==> config.mk <==
export PLATFORM = sky130hd
export DESIGN_NAME = if_stage
export DESIGN_NICKNAME = d
export VERILOG_FILES = /design/src/rtl/simple_pkg.sv /design/src/rtl/if_id_reg.sv /design/src/rtl/if_stage.sv
export SDC_FILE = /design/constraint.sdc
export NUM_CORES = 1
export LEC_CHECK = 0
export CELL_PAD_IN_SITES_DETAIL_PLACEMENT = 1
export CELL_PAD_IN_SITES_GLOBAL_PLACEMENT = 1
export CORE_AREA = 4 4 113 72
export CTS_CLUSTER_SIZE = 24
export DETAILED_ROUTE_END_ITERATION = 10
export DIE_AREA = 0 0 117 76
export GPL_ROUTABILITY_DRIVEN = 0
export MAX_ROUTING_LAYER = met4
export PLACE_DENSITY = 0.84
export SETUP_SLACK_MARGIN = 0.05
export SLEW_MARGIN = 20
export SYNTH_ARGS = -nofsm -noshare
export SYNTH_HDL_FRONTEND = slang
export SYNTH_SLANG_ARGS = --single-unit
==> constraint.sdc <==
create_clock -name clk -period 4.5 [get_ports clk]
set_input_delay 0.45 -clock clk [delete_from_list [all_inputs] [get_ports clk]]
set_output_delay 0.45 -clock clk [all_outputs]
set_load 0.005 [all_outputs]
==> src/rtl/simple_pkg.sv <==
// Shared definitions for the 16-bit SIMPLE pipeline.
// Provides datapath width, register-field positions, NOP word and fetch FSM states.
package simple_pkg;

    localparam int unsigned DATA_W = 16;

    // Register-field positions inside an instruction word
    localparam int unsigned RA_MSB = 13;
    localparam int unsigned RA_LSB = 11;
    localparam int unsigned RB_MSB = 10;
    localparam int unsigned RB_LSB = 8;

    localparam logic [DATA_W-1:0] NOP_INSTR = 16'h0000;

    typedef enum logic {
        RUN  = 1'b0,
        HALT = 1'b1
    } fetch_state_t;

endpackage

==> src/rtl/if_id_reg.sv <==
// IF/ID pipeline register: holds instruction, PC+1 and valid bit.
// Ports: clk, rst (async high), bubble (load NOP, highest priority), hold,
//        instr_in/pc1_in (loaded when neither bubble nor hold),
//        instr/pc1/valid outputs.
module if_id_reg
    import simple_pkg::*;
#(
    parameter int unsigned       W   = DATA_W,
    parameter logic [W-1:0]      NOP = NOP_INSTR
) (
    input  logic         clk,
    input  logic         rst,
    input  logic         bubble,
    input  logic         hold,
    input  logic [W-1:0] instr_in,
    input  logic [W-1:0] pc1_in,
    output logic [W-1:0] instr,
    output logic [W-1:0] pc1,
    output logic         valid
);

    logic [W-1:0] instr_q, instr_d;
    logic [W-1:0] pc1_q, pc1_d;
    logic         valid_q, valid_d;

    always_comb begin
        instr_d = instr_q;
        pc1_d   = pc1_q;
        valid_d = valid_q;
        if (bubble) begin
            instr_d = NOP;
            pc1_d   = '0;
            valid_d = 1'b0;
        end else if (!hold) begin
            instr_d = instr_in;
            pc1_d   = pc1_in;
            valid_d = 1'b1;
        end
    end

    always_ff @(posedge clk or posedge rst) begin
        if (rst) begin
            instr_q <= NOP;
            pc1_q   <= '0;
            valid_q <= 1'b0;
        end else begin
            instr_q <= instr_d;
            pc1_q   <= pc1_d;
            valid_q <= valid_d;
        end
    end

    assign instr = instr_q;
    assign pc1   = pc1_q;
    assign valid = valid_q;

endmodule

==> src/rtl/if_stage.sv <==
// Instruction-fetch stage with PC, RUN/HALT FSM and IF/ID register.
// Ports: clk, rst (async high); pc_stop (0 = stall), branch_taken/branch_target,
//        halt_req, resume; imem_addr/imem_rdata to instruction memory;
//        if_id_instr/pc1/valid/ra/rb to decode; halted status.
// Optional macro IF_STALL_CNT_EN adds a saturating stall_cnt[15:0] output.
module if_stage
    import simple_pkg::*;
#(
    parameter int unsigned          DATA_W    = simple_pkg::DATA_W,
    parameter logic [DATA_W-1:0]    RESET_PC  = '0,
    parameter logic [DATA_W-1:0]    NOP_INSTR = simple_pkg::NOP_INSTR
) (
    input  logic              clk,
    input  logic              rst,
    input  logic              pc_stop,
    input  logic              branch_taken,
    input  logic [DATA_W-1:0] branch_target,
    input  logic              halt_req,
    input  logic              resume,
    output logic [DATA_W-1:0] imem_addr,
    input  logic [DATA_W-1:0] imem_rdata,
    output logic [DATA_W-1:0] if_id_instr,
    output logic [DATA_W-1:0] if_id_pc1,
    output logic              if_id_valid,
    output logic [2:0]        if_id_ra,
    output logic [2:0]        if_id_rb,
`ifdef IF_STALL_CNT_EN
    output logic [15:0]       stall_cnt,
`endif
    output logic              halted
);

    fetch_state_t      state_q, state_d;
    logic [DATA_W-1:0] pc_q, pc_d;
    logic [DATA_W-1:0] pc_plus1;
    logic              ifid_hold;
    logic              ifid_bubble;
    logic              stall_hit;

    assign pc_plus1 = pc_q + 1'b1;

    always_comb begin
        state_d     = state_q;
        pc_d        = pc_q;
        ifid_hold   = 1'b1;
        ifid_bubble = 1'b0;
        stall_hit   = 1'b0;
        unique case (state_q)
            RUN: begin
                if (branch_taken) begin
                    pc_d        = branch_target;
                    ifid_bubble = 1'b1;
                end else if (halt_req) begin
                    state_d     = HALT;
                    ifid_bubble = 1'b1;
                end else if (!pc_stop) begin
                    stall_hit   = 1'b1;
                end else begin
                    pc_d        = pc_plus1;
                    ifid_hold   = 1'b0;
                end
            end
            HALT: begin
                // Everything frozen; resume re-enters RUN and the
                // next edge fetches from the held pc.
                if (resume) begin
                    state_d = RUN;
                end
            end
            default: begin
                state_d = RUN;
            end
        endcase
    end

    always_ff @(posedge clk or posedge rst) begin
        if (rst) begin
            state_q <= RUN;
            pc_q    <= RESET_PC;
        end else begin
            state_q <= state_d;
            pc_q    <= pc_d;
        end
    end

`ifdef IF_STALL_CNT_EN
    logic [15:0] stall_cnt_q, stall_cnt_d;

    always_comb begin
        stall_cnt_d = stall_cnt_q;
        if (stall_hit && (stall_cnt_q != 16'hFFFF)) begin
            stall_cnt_d = stall_cnt_q + 16'd1;
        end
    end

    always_ff @(posedge clk or posedge rst) begin
        if (rst) begin
            stall_cnt_q <= '0;
        end else begin
            stall_cnt_q <= stall_cnt_d;
        end
    end

    assign stall_cnt = stall_cnt_q;
`else
    logic unused_stall;
    assign unused_stall = stall_hit;
`endif

    if_id_reg #(
        .W   (DATA_W),
        .NOP (NOP_INSTR)
    ) u_if_id (
        .clk      (clk),
        .rst      (rst),
        .bubble   (ifid_bubble),
        .hold     (ifid_hold),
        .instr_in (imem_rdata),
        .pc1_in   (pc_plus1),
        .instr    (if_id_instr),
        .pc1      (if_id_pc1),
        .valid    (if_id_valid)
    );

    assign imem_addr = pc_q;
    assign halted    = (state_q == HALT);

    // Raw slices; stale during a bubble, consumers qualify with valid.
    assign if_id_ra = if_id_instr[RA_MSB:RA_LSB];
    assign if_id_rb = if_id_instr[RB_MSB:RB_LSB];

endmodule

==> impl_metrics.toml, run 1 <==
[finish]
antenna_cells = 0
drive_gt1_frac = 0.0469
final_cells = 411
synthToLayoutAreaGrowth_pct = 46.4
utilization = 0.500
nNetsFinal = 358

[global_routing]
grt_max_degree = 51
grt_usage = 0.185
antenna_found_initial = 0
grt_pass1_wl_um = 12700
grt_pass1_vias = 2416
grt-ovfl-total = 0

[sta]
skew_ns = 0.00323
relSlewSlack = 0.397
tightest_slew_ns = 0.904
tns_ns = 0
fin_crit_sh = 0.529
drv_slew = 0
hold_violations = 0
fin_crit_ns = 2.38
timing.fmax_mhz = 420
setup-violations-final = 0
grt_setup_unrepaired = "no"

[die]
ios = 94
initial_core_util = 0.342
rows = 24
fp.coreArea_sq_mm = 0.00709
dieHeight_um = 76
die-area_sq_mm = 0.00889
fp.dieW_um = 117

[cts]
clock_sinks = 50
cts_root_buffer = "clkbuf_16"
cts_inserted_buffers = 5
clk_latency_ns = 0.29
htreeDepth = 2
clkTransAtPathRegs_ns = 0.07
postCtsHoldBufs = 0
cts_tree = "yes"
clockBufferDepth = 2
cts_resized = 0
cts_setup_buffers = 0

[synthesis]
synthTopCellsByArea = "dfrtp_1, a22o_1, nand2_1"
yosysTopAreaCellShare = 0.517
netlist_area_sq_mm = 0.00242
ys_async_sr_fraction = 1.00
synthesis.instances = 239
ys_ff_latch = 50
synth_edf_count = 0
yosysTopAreaCell = "dfrtp_1"
synthTopCellsByCount = "dfrtp_1, nand2_1, a22o_1"
postSynthAreaPerCell_sq_um = 10.1
synth_nets = 278
seq_area_frac_synth = 0.517
ys.flop_type = "dfrtp_1"
ys_warn_count = 0
synth_most_common_cell = "dfrtp_1"
synth_cell_types = 44

[worst_setup_path]
cp-startpoint = "branch_taken"
end_kind = "register"
start_kind = "primary input"
crit_arrival_ns = 2.61
worstSetupPathType = "primary input to register"
crit_path_end = "u_if_id.pc1[13]$_DFFE_PP0P_"
reg2reg_depth = 3
crit_fanout = 27
required_ns = 4.73
r2r_setup_slack_ns = 2.36
r2r_start = "halted$_DFF_PP0_"
r2r_end = "u_if_id.pc1[13]$_DFFE_PP0P_"

[detailed_routing]
vias = 2226
drt_pass1_iterations = 4
via_per_inst = 5.42
wl_per_cell_um = 18.9
drc = 0
routed_wl_um = 7770
ant_nets = 0
dr.first_iter.drc_count = 124

[pwr]
vdd_drop_max_mv = 0.149
p_total_mw = 1.32
power.leakage_nw = 1.45
powerDensity_mw_per_mm2 = 372

[placement]
io_buffer_count = 93
dp_hpwl_um = 5420
placed_cells = 403

[run_status]
status = "finished clean"

[flow_run]
cap_violations = 0

[min_path]
holdPathStages = 2
min_path_type = "register to register"
[metal layers]
layer / GRT usage / part of all wire / vias to the layer above
met2: 0.292 / 0.47 / 82
met4: 0.0206 / 0.0032 / 0
met1: 0.253 / 0.46 / 1105
met3: 0.0413 / 0.068 / 4
li1: - / - / 1035
met5: - / 0 / -
[worst max-delay path, stage by stage]
cell,delay (ns)
clkdlybuf4s50_1,0.40
buf_4,0.23
or4b_1,0.85
or4_4,0.59
nand3_1,0.09
[worst min path at each step]
stage                                             to                        from  slack (ns)
after CTS                  u_if_id.valid$_DFFE_PP0P_   u_if_id.valid$_DFFE_PP0P_        0.48
after detailed placement   u_if_id.valid$_DFFE_PP0P_   u_if_id.valid$_DFFE_PP0P_        0.47
final                      u_if_id.valid$_DFFE_PP0P_   u_if_id.valid$_DFFE_PP0P_        0.47
after floorplan            u_if_id.valid$_DFFE_PP0P_   u_if_id.valid$_DFFE_PP0P_        0.47
after global placement    u_if_id.pc1[0]$_DFFE_PP0P_  u_if_id.pc1[0]$_DFFE_PP0P_        0.47
after global routing      u_if_id.pc1[2]$_DFFE_PP0P_  u_if_id.pc1[2]$_DFFE_PP0P_        0.51
[report_power, final]
| group | switching, mW | internal, mW | total (mW) |
|---|---|---|---|
| registers | 0.0820 | 0.499 | 0.581 |
| clock network | 0.170 | 0.263 | 0.433 |
| logic | 0.123 | 0.180 | 0.304 |
[through the flow]
stage / setup WS (ns) / area (sq um) / hold slack, ns
floorplan: 2.66 / 2420 / 0.471
global placement: 1.82 / 3380 / 0.467
detailed placement: 1.80 / 3380 / 0.466
CTS: 2.10 / 3540 / 0.483
global route: 2.08 / 3540 / 0.509
finish: 2.12 / 3540 / 0.475
[state kept, by name (all words and copies together), names as in the netlist]
signal and count:
u_if_id.valid 1, halted 1, u_if_id.pc1 16, imem_addr 16, u_if_id.instr 16
[cell type report]
cell class | instances | area, sq um
tap | 91 | 114
multi-input combinational | 163 | 1050
clock buffer | 6 | 129
fill | 816 | 3540
timing repair buffer | 96 | 953
inverter | 3 | 12.5
clock inverter | 2 | 37.5
sequential | 50 | 1250
[logic make-up (layout without fill, tap and decap cells)]
logic type               after synthesis  after routing  share of synthesized area
AND/OR/NAND/NOR                       80             80                      0.172
AO/OA/AOI/OAI                         71             71                      0.211
flip-flops                            50             50                      0.517
buffers and inverters                 26            107                     0.0543
XOR/XNOR                               9              9                     0.0326
multiplexers                           2              2                    0.00827
adder cells (fa/ha/maj)                1              1                    0.00517
[layout by cell type, fill, tap and decap left out, types with 5 or more instances in the layout]
| cell type | count |
|---|---|
| dfrtp_1 | 50 |
| clkbuf_16 | 5 |
| o21ai_0 | 16 |
| nand2_1 | 24 |
| and3_1 | 5 |
| a21oi_1 | 5 |
| a22o_1 | 18 |
| o211ai_1 | 5 |
| nand4_1 | 5 |
| nand3_1 | 16 |
| clkdlybuf4s50_1 | 93 |
| nor2_1 | 11 |
| xnor2_1 | 6 |
No activity file was read; power rests on OpenSTA's default activity.
==> inputs of run 2 (changes only) <==
--- a/config.mk
+++ b/config.mk
@@ -7,13 +7,13 @@
 export LEC_CHECK = 0
 export CELL_PAD_IN_SITES_DETAIL_PLACEMENT = 1
 export CELL_PAD_IN_SITES_GLOBAL_PLACEMENT = 1
-export CORE_AREA = 4 4 113 72
+export CORE_AREA = 4 4 123 78
 export CTS_CLUSTER_SIZE = 24
 export DETAILED_ROUTE_END_ITERATION = 10
-export DIE_AREA = 0 0 117 76
+export DIE_AREA = 0 0 127 82
 export GPL_ROUTABILITY_DRIVEN = 0
 export MAX_ROUTING_LAYER = met4
-export PLACE_DENSITY = 0.84
+export PLACE_DENSITY = 0.75
 export SETUP_SLACK_MARGIN = 0.05
 export SLEW_MARGIN = 20
 export SYNTH_ARGS = -nofsm -noshare
==> constraint.sdc (replaced) <==
create_clock -name clk -period 2.1 [get_ports clk]
set_input_delay 0.21 -clock clk [delete_from_list [all_inputs] [get_ports clk]]
set_output_delay 0.21 -clock clk [all_outputs]
set_load 0.005 [all_outputs]
==> run 2 against run 1 <==
Effect of this change: critical path depth shrank 1; worst setup slack lost 1.8 ns; global-route usage shrank 2.2 points; flip-flop and latch count is the same; non-clock buffer count grew 14; cell count grew 8.5%; sequential share of layout area shrank 1.4 points; sequential power grew 110%; combinational power grew 140%; critical path type is now register to register; largest cell class unchanged.
==> impl_metrics.toml, run 2 (synthesis results as in run 1) <==
[finish]
finalInstanceArea_sq_mm = 0.00369
final_cell_mix = "clkdlybuf4s50_1, dfrtp_1, nand2_1, a22o_1"
layout_commonest_cell = "clkdlybuf4s50_1"
synthToLayoutAreaGrowth_pct = 52.3
antenna_cells = 0
nNetsFinal = 372
drive_gt1_frac = 0.0898

[worst_setup_path]
start_kind = "register"
required_ns = 2.27
crit_arrival_ns = 1.98
worstSetupPathType = "register to register"
reg2reg_depth = 4
end_kind = "register"
crit_fanout = 10
r2r_setup_slack_ns = 0.30

[sta]
fin_ws_ns = 0.298
grt_setup_unrepaired = "no"
setup-violations-final = 0
fin_crit_sh = 0.858
relSlewSlack = 0.672
timing.fmax_mhz = 555
skew_ns = 0.00399
tightest_slew_ns = 0.490
hold_violations = 0
fin_crit_ns = 1.80
tns_ns = 0
holdWs_ns = 0.293
drv_slew = 0

[die]
dieHeight_um = 82
initial_core_util = 0.288
ios = 94
fp.coreArea_sq_mm = 0.00839
die-area_sq_mm = 0.0104
rows = 26
fp.dieW_um = 127

[global_routing]
grt_max_degree = 51
grt-ovfl-total = 0
grt_pass1_vias = 2422
antenna_found_initial = 0
grt_usage = 0.163
grt_pass1_wl_um = 13000

[cts]
postCtsHoldBufs = 0
cts_setup_buffers = 0
cts_inserted_buffers = 5
clockBufferDepth = 2
clkTransAtPathRegs_ns = 0.07
cts_tree = "yes"
cts_root_buffer = "clkbuf_16"
clk_latency_ns = 0.29
clock_sinks = 50
htreeDepth = 2
cts_resized = 0

[placement]
io_buffer_count = 93
place_area_sq_mm = 0.00352
dp_hpwl_um = 6010
post-place-ws_ns = 0.0523

[pwr]
vdd_drop_max_mv = 0.303
p_total_mw = 2.84
power.leakage_nw = 1.53
powerDensity_mw_per_mm2 = 771

[flow_run]
cap_violations = 0

[detailed_routing]
wl_per_cell_um = 18.1
ant_nets = 0
drt_pass1_iterations = 4
vias = 2249
dr.first_iter.drc_count = 101
routed_wl_um = 8080
drc = 0
via_per_inst = 5.04

[run_status]
status = "finished clean"

[min_path]
min_path_type = "primary input to asynchronous set/reset pin"
-- run 2: routing by layer --
| metal | wire length (um) | vias up | global-route usage | part of all wire |
|---|---|---|---|---|
| li1 | - | 1067 | - | - |
| met1 | 4050 | 1104 | 0.222 | 0.50 |
| met2 | 3500 | 72 | 0.251 | 0.43 |
| met3 | 506 | 6 | 0.0422 | 0.063 |
| met4 | 21 | 0 | 0.0257 | 0.0026 |
| met5 | 0 | - | - | 0 |
-- run 2: area by class of cell --
type                    instances  area, sq um
inverters                       3         11.3
repair buffers                110         1070
fillers                       950         4710
clock buffers                   8          166
well taps                     112          140
multi-input cells             163         1050
flip-flops and latches         50         1250
-- run 2: path summary, 6_finish.rpt --
check	start	endpoint
worst min register to register	u_if_id.valid$_DFFE_PP0P_	u_if_id.valid$_DFFE_PP0P_
min in group clk	u_if_id.valid$_DFFE_PP0P_	u_if_id.valid$_DFFE_PP0P_
worst max register to register	imem_addr[2]$_DFFE_PP0P_	imem_addr[15]$_DFFE_PP0P_
worst max-delay path	imem_addr[2]$_DFFE_PP0P_	imem_addr[15]$_DFFE_PP0P_
max in group asynchronous	rst	u_if_id.pc1[1]$_DFFE_PP0P_
worst min-delay path	rst	u_if_id.instr[4]$_DFFE_PP0P_
-- run 2: power by group --
group          internal, mW  switching [mW]  total (mW)
registers              1.07           0.160        1.23
clock network         0.540           0.354       0.895
logic                 0.423           0.296       0.719
-- run 2: critical path: stages (launching register included) --
cell and delay (ns):
dfrtp_1 0.54, nand4_1 0.22, nor2_1 0.45, a311oi_1 0.17, a211oi_1 0.31
-- run 2: stage by stage --
stage	util	std cells
floorplan	-	239
CTS	0.439	446
global route	0.439	446
global placement	0.419	438
finish	0.439	446
detailed placement	0.419	438
==> inputs of run 3 (changes only) <==
--- a/config.mk
+++ b/config.mk
@@ -7,13 +7,13 @@
 export LEC_CHECK = 0
 export CELL_PAD_IN_SITES_DETAIL_PLACEMENT = 1
 export CELL_PAD_IN_SITES_GLOBAL_PLACEMENT = 1
-export CORE_AREA = 4 4 123 78
+export CORE_AREA = 4 4 113 72
 export CTS_CLUSTER_SIZE = 24
 export DETAILED_ROUTE_END_ITERATION = 10
-export DIE_AREA = 0 0 127 82
+export DIE_AREA = 0 0 117 76
 export GPL_ROUTABILITY_DRIVEN = 0
 export MAX_ROUTING_LAYER = met4
-export PLACE_DENSITY = 0.75
+export PLACE_DENSITY = 0.84
 export SETUP_SLACK_MARGIN = 0.05
 export SLEW_MARGIN = 20
 export SYNTH_ARGS = -nofsm -noshare
==> constraint.sdc (replaced) <==
create_clock -name clk -period 2.2 [get_ports clk]
set_input_delay 0.22 -clock clk [delete_from_list [all_inputs] [get_ports clk]]
set_output_delay 0.22 -clock clk [all_outputs]
set_load 0.005 [all_outputs]
==> run 3 against run 2 <==
Effect of this change: sequential power decreased by 5%; worst hold slack got worse by 0.066 ns; critical endpoint is now imem_addr[10]$_DFFE_PP0P_; flip-flop and latch count unchanged; first-iteration DRC count increased by 29%; utilization increased by 6.8 points; via count increased by 2.0%; non-clock buffer count decreased by 4; maximum frequency decreased by 11%; global-route usage increased by 2.7 points; clock skew increased by 0.00087 ns; final area decreased by 2.4%.
==> impl_metrics.toml, run 3 (synthesis results as in run 1) <==
[pwr]
powerDensity_mw_per_mm2 = 726
switching_power_mw = 0.781
p_total_mw = 2.61
p_clk_frac = 0.297
vdd_drop_max_mv = 0.298
combPwrFrac = 0.254
intPower_mw = 1.83
swShare = 0.299
power.leakage_nw = 1.49
seqPwrFrac = 0.450

[worst_setup_path]
r2r_start = "imem_addr[1]$_DFFE_PP0P_"
worstSetupPathType = "register to register"
path_delay_family = "simple AND/OR/NAND/NOR gates"
end_kind = "register"
crit_fanout = 8
start_kind = "register"
crit_path_top_delay_cell = "dfrtp_1"
path_cells = "ha_1 > and3_1 > and4_1 > a31oi_1 > o22a_1"
r2r_end = "imem_addr[10]$_DFFE_PP0P_"
cp-startpoint = "imem_addr[1]$_DFFE_PP0P_"
r2r_setup_slack_ns = 0.18
critPathMaxStageDelay_ns = 0.47
required_ns = 2.38
cp_num_buf_inv = 0
crit_arrival_ns = 2.20
reg2reg_depth = 5

[cts]
cts_resized = 0
clockBufferDepth = 2
cts_inserted_buffers = 5
cts_root_buffer = "clkbuf_16"
clock_sinks = 50
clkTransAtPathRegs_ns = 0.07
htreeDepth = 2
clk_latency_ns = 0.29
postCtsHoldBufs = 0
cts_tree = "yes"
cts_setup_buffers = 0

[finish]
num-fill-cells = 815
antenna_cells = 0
nNetsFinal = 368
drive_gt1_frac = 0.0788
synthToLayoutAreaGrowth_pct = 48.6
final_cell_mix = "clkdlybuf4s50_1, dfrtp_1, nand2_1, a22o_1"
layout_commonest_cell = "clkdlybuf4s50_1"
utilization = 0.508

[die]
fp.dieW_um = 117
fp.coreArea_sq_mm = 0.00709
ios = 94
initial_core_util = 0.342
dieHeight_um = 76
rows = 24
die-area_sq_mm = 0.00889

[run_status]
status = "finished clean"

[sta]
tightest_slew_ns = 0.498
grt_setup_unrepaired = "no"
skew_ns = 0.00486
tns_ns = 0
hold_violations = 0
drv_slew = 0
holdWs_ns = 0.227
fin_ws_ns = 0.180
relSlewSlack = 0.668
fin_crit_sh = 0.918
setup-violations-final = 0
fin_crit_ns = 2.02
timing.fmax_mhz = 495

[placement]
post-place-ws_ns = 0.110
io_buffer_count = 93
dp_hpwl_um = 6100

[detailed_routing]
drc = 0
routed_wl_um = 8030
ant_nets = 0
drt_pass1_iterations = 5
wl_per_cell_um = 19.1
via_per_inst = 5.45
vias = 2294
dr.first_iter.drc_count = 130

[global_routing]
grt_usage = 0.190
grt_pass1_vias = 2445
grt_max_degree = 27
grt-ovfl-total = 0
grt_pass1_wl_um = 13000
antenna_found_initial = 0

[min_path]
min_path_type = "primary input to asynchronous set/reset pin"

[flow_run]
cap_violations = 0
==> run 3: changes by cell type in the layout (fill, tap and decap cells not counted), sizes merged <==
cell      change
buf           -4
clkinvlp      +1
clkinv        +2
clkbuf        -3
==> run 3: metal layers <==
layer,routed length (um),GRT usage
met5,0,-
met4,27,0.0241
met3,596,0.0325
met1,3770,0.282
met2,3630,0.280
==> run 3: metrics by stage <==
step | area (sq um) | std cells
final | 3600 | 421
after global routing | 3600 | 421
after CTS | 3600 | 421
after detailed placement | 3450 | 413
after global placement | 3450 | 413
after floorplan | 2420 | 239
==> run 3: final cells by class <==
cell class	instances	area, sq um	area share
multi-input combinational	163	1050	0.291
clock inverter	3	21.3	0.00591
clock buffer	5	125	0.0348
sequential	50	1250	0.348
inverter	3	11.3	0.00313
timing repair buffer	106	1030	0.286
tap	91	114	0.0316
==> run 3: worst max-delay path by stage <==
stage	to	slack, ns	depth (start not counted)
final	imem_addr[10]$_DFFE_PP0P_	0.18	5
after global routing	imem_addr[12]$_DFFE_PP0P_	0.05	5
after CTS	imem_addr[10]$_DFFE_PP0P_	0.19	5
after detailed placement	imem_addr[14]$_DFFE_PP0P_	0.11	6
after global placement	imem_addr[13]$_DFFE_PP0P_	0.15	4
after floorplan	u_if_id.pc1[13]$_DFFE_PP0P_	0.44	5
==> run 3: power groups by stage <==
stage          combinational, mW  sequential, mW  clock [mW]
2_1_floorplan              0.279            1.16           0
3_3_place_gp               0.645            1.18           0
3_5_place_dp               0.666            1.19           0
4_1_cts                    0.669            1.18       0.789
5_1_grt                    0.725            1.20       0.834
6_report                   0.663            1.17       0.776
==> run 3: worst register-to-register path: stages, from the launching register on <==
cell and delay [ns]:
dfrtp_1 0.47, ha_1 0.32, and3_1 0.44, and4_1 0.37, a31oi_1 0.11, o22a_1 0.20
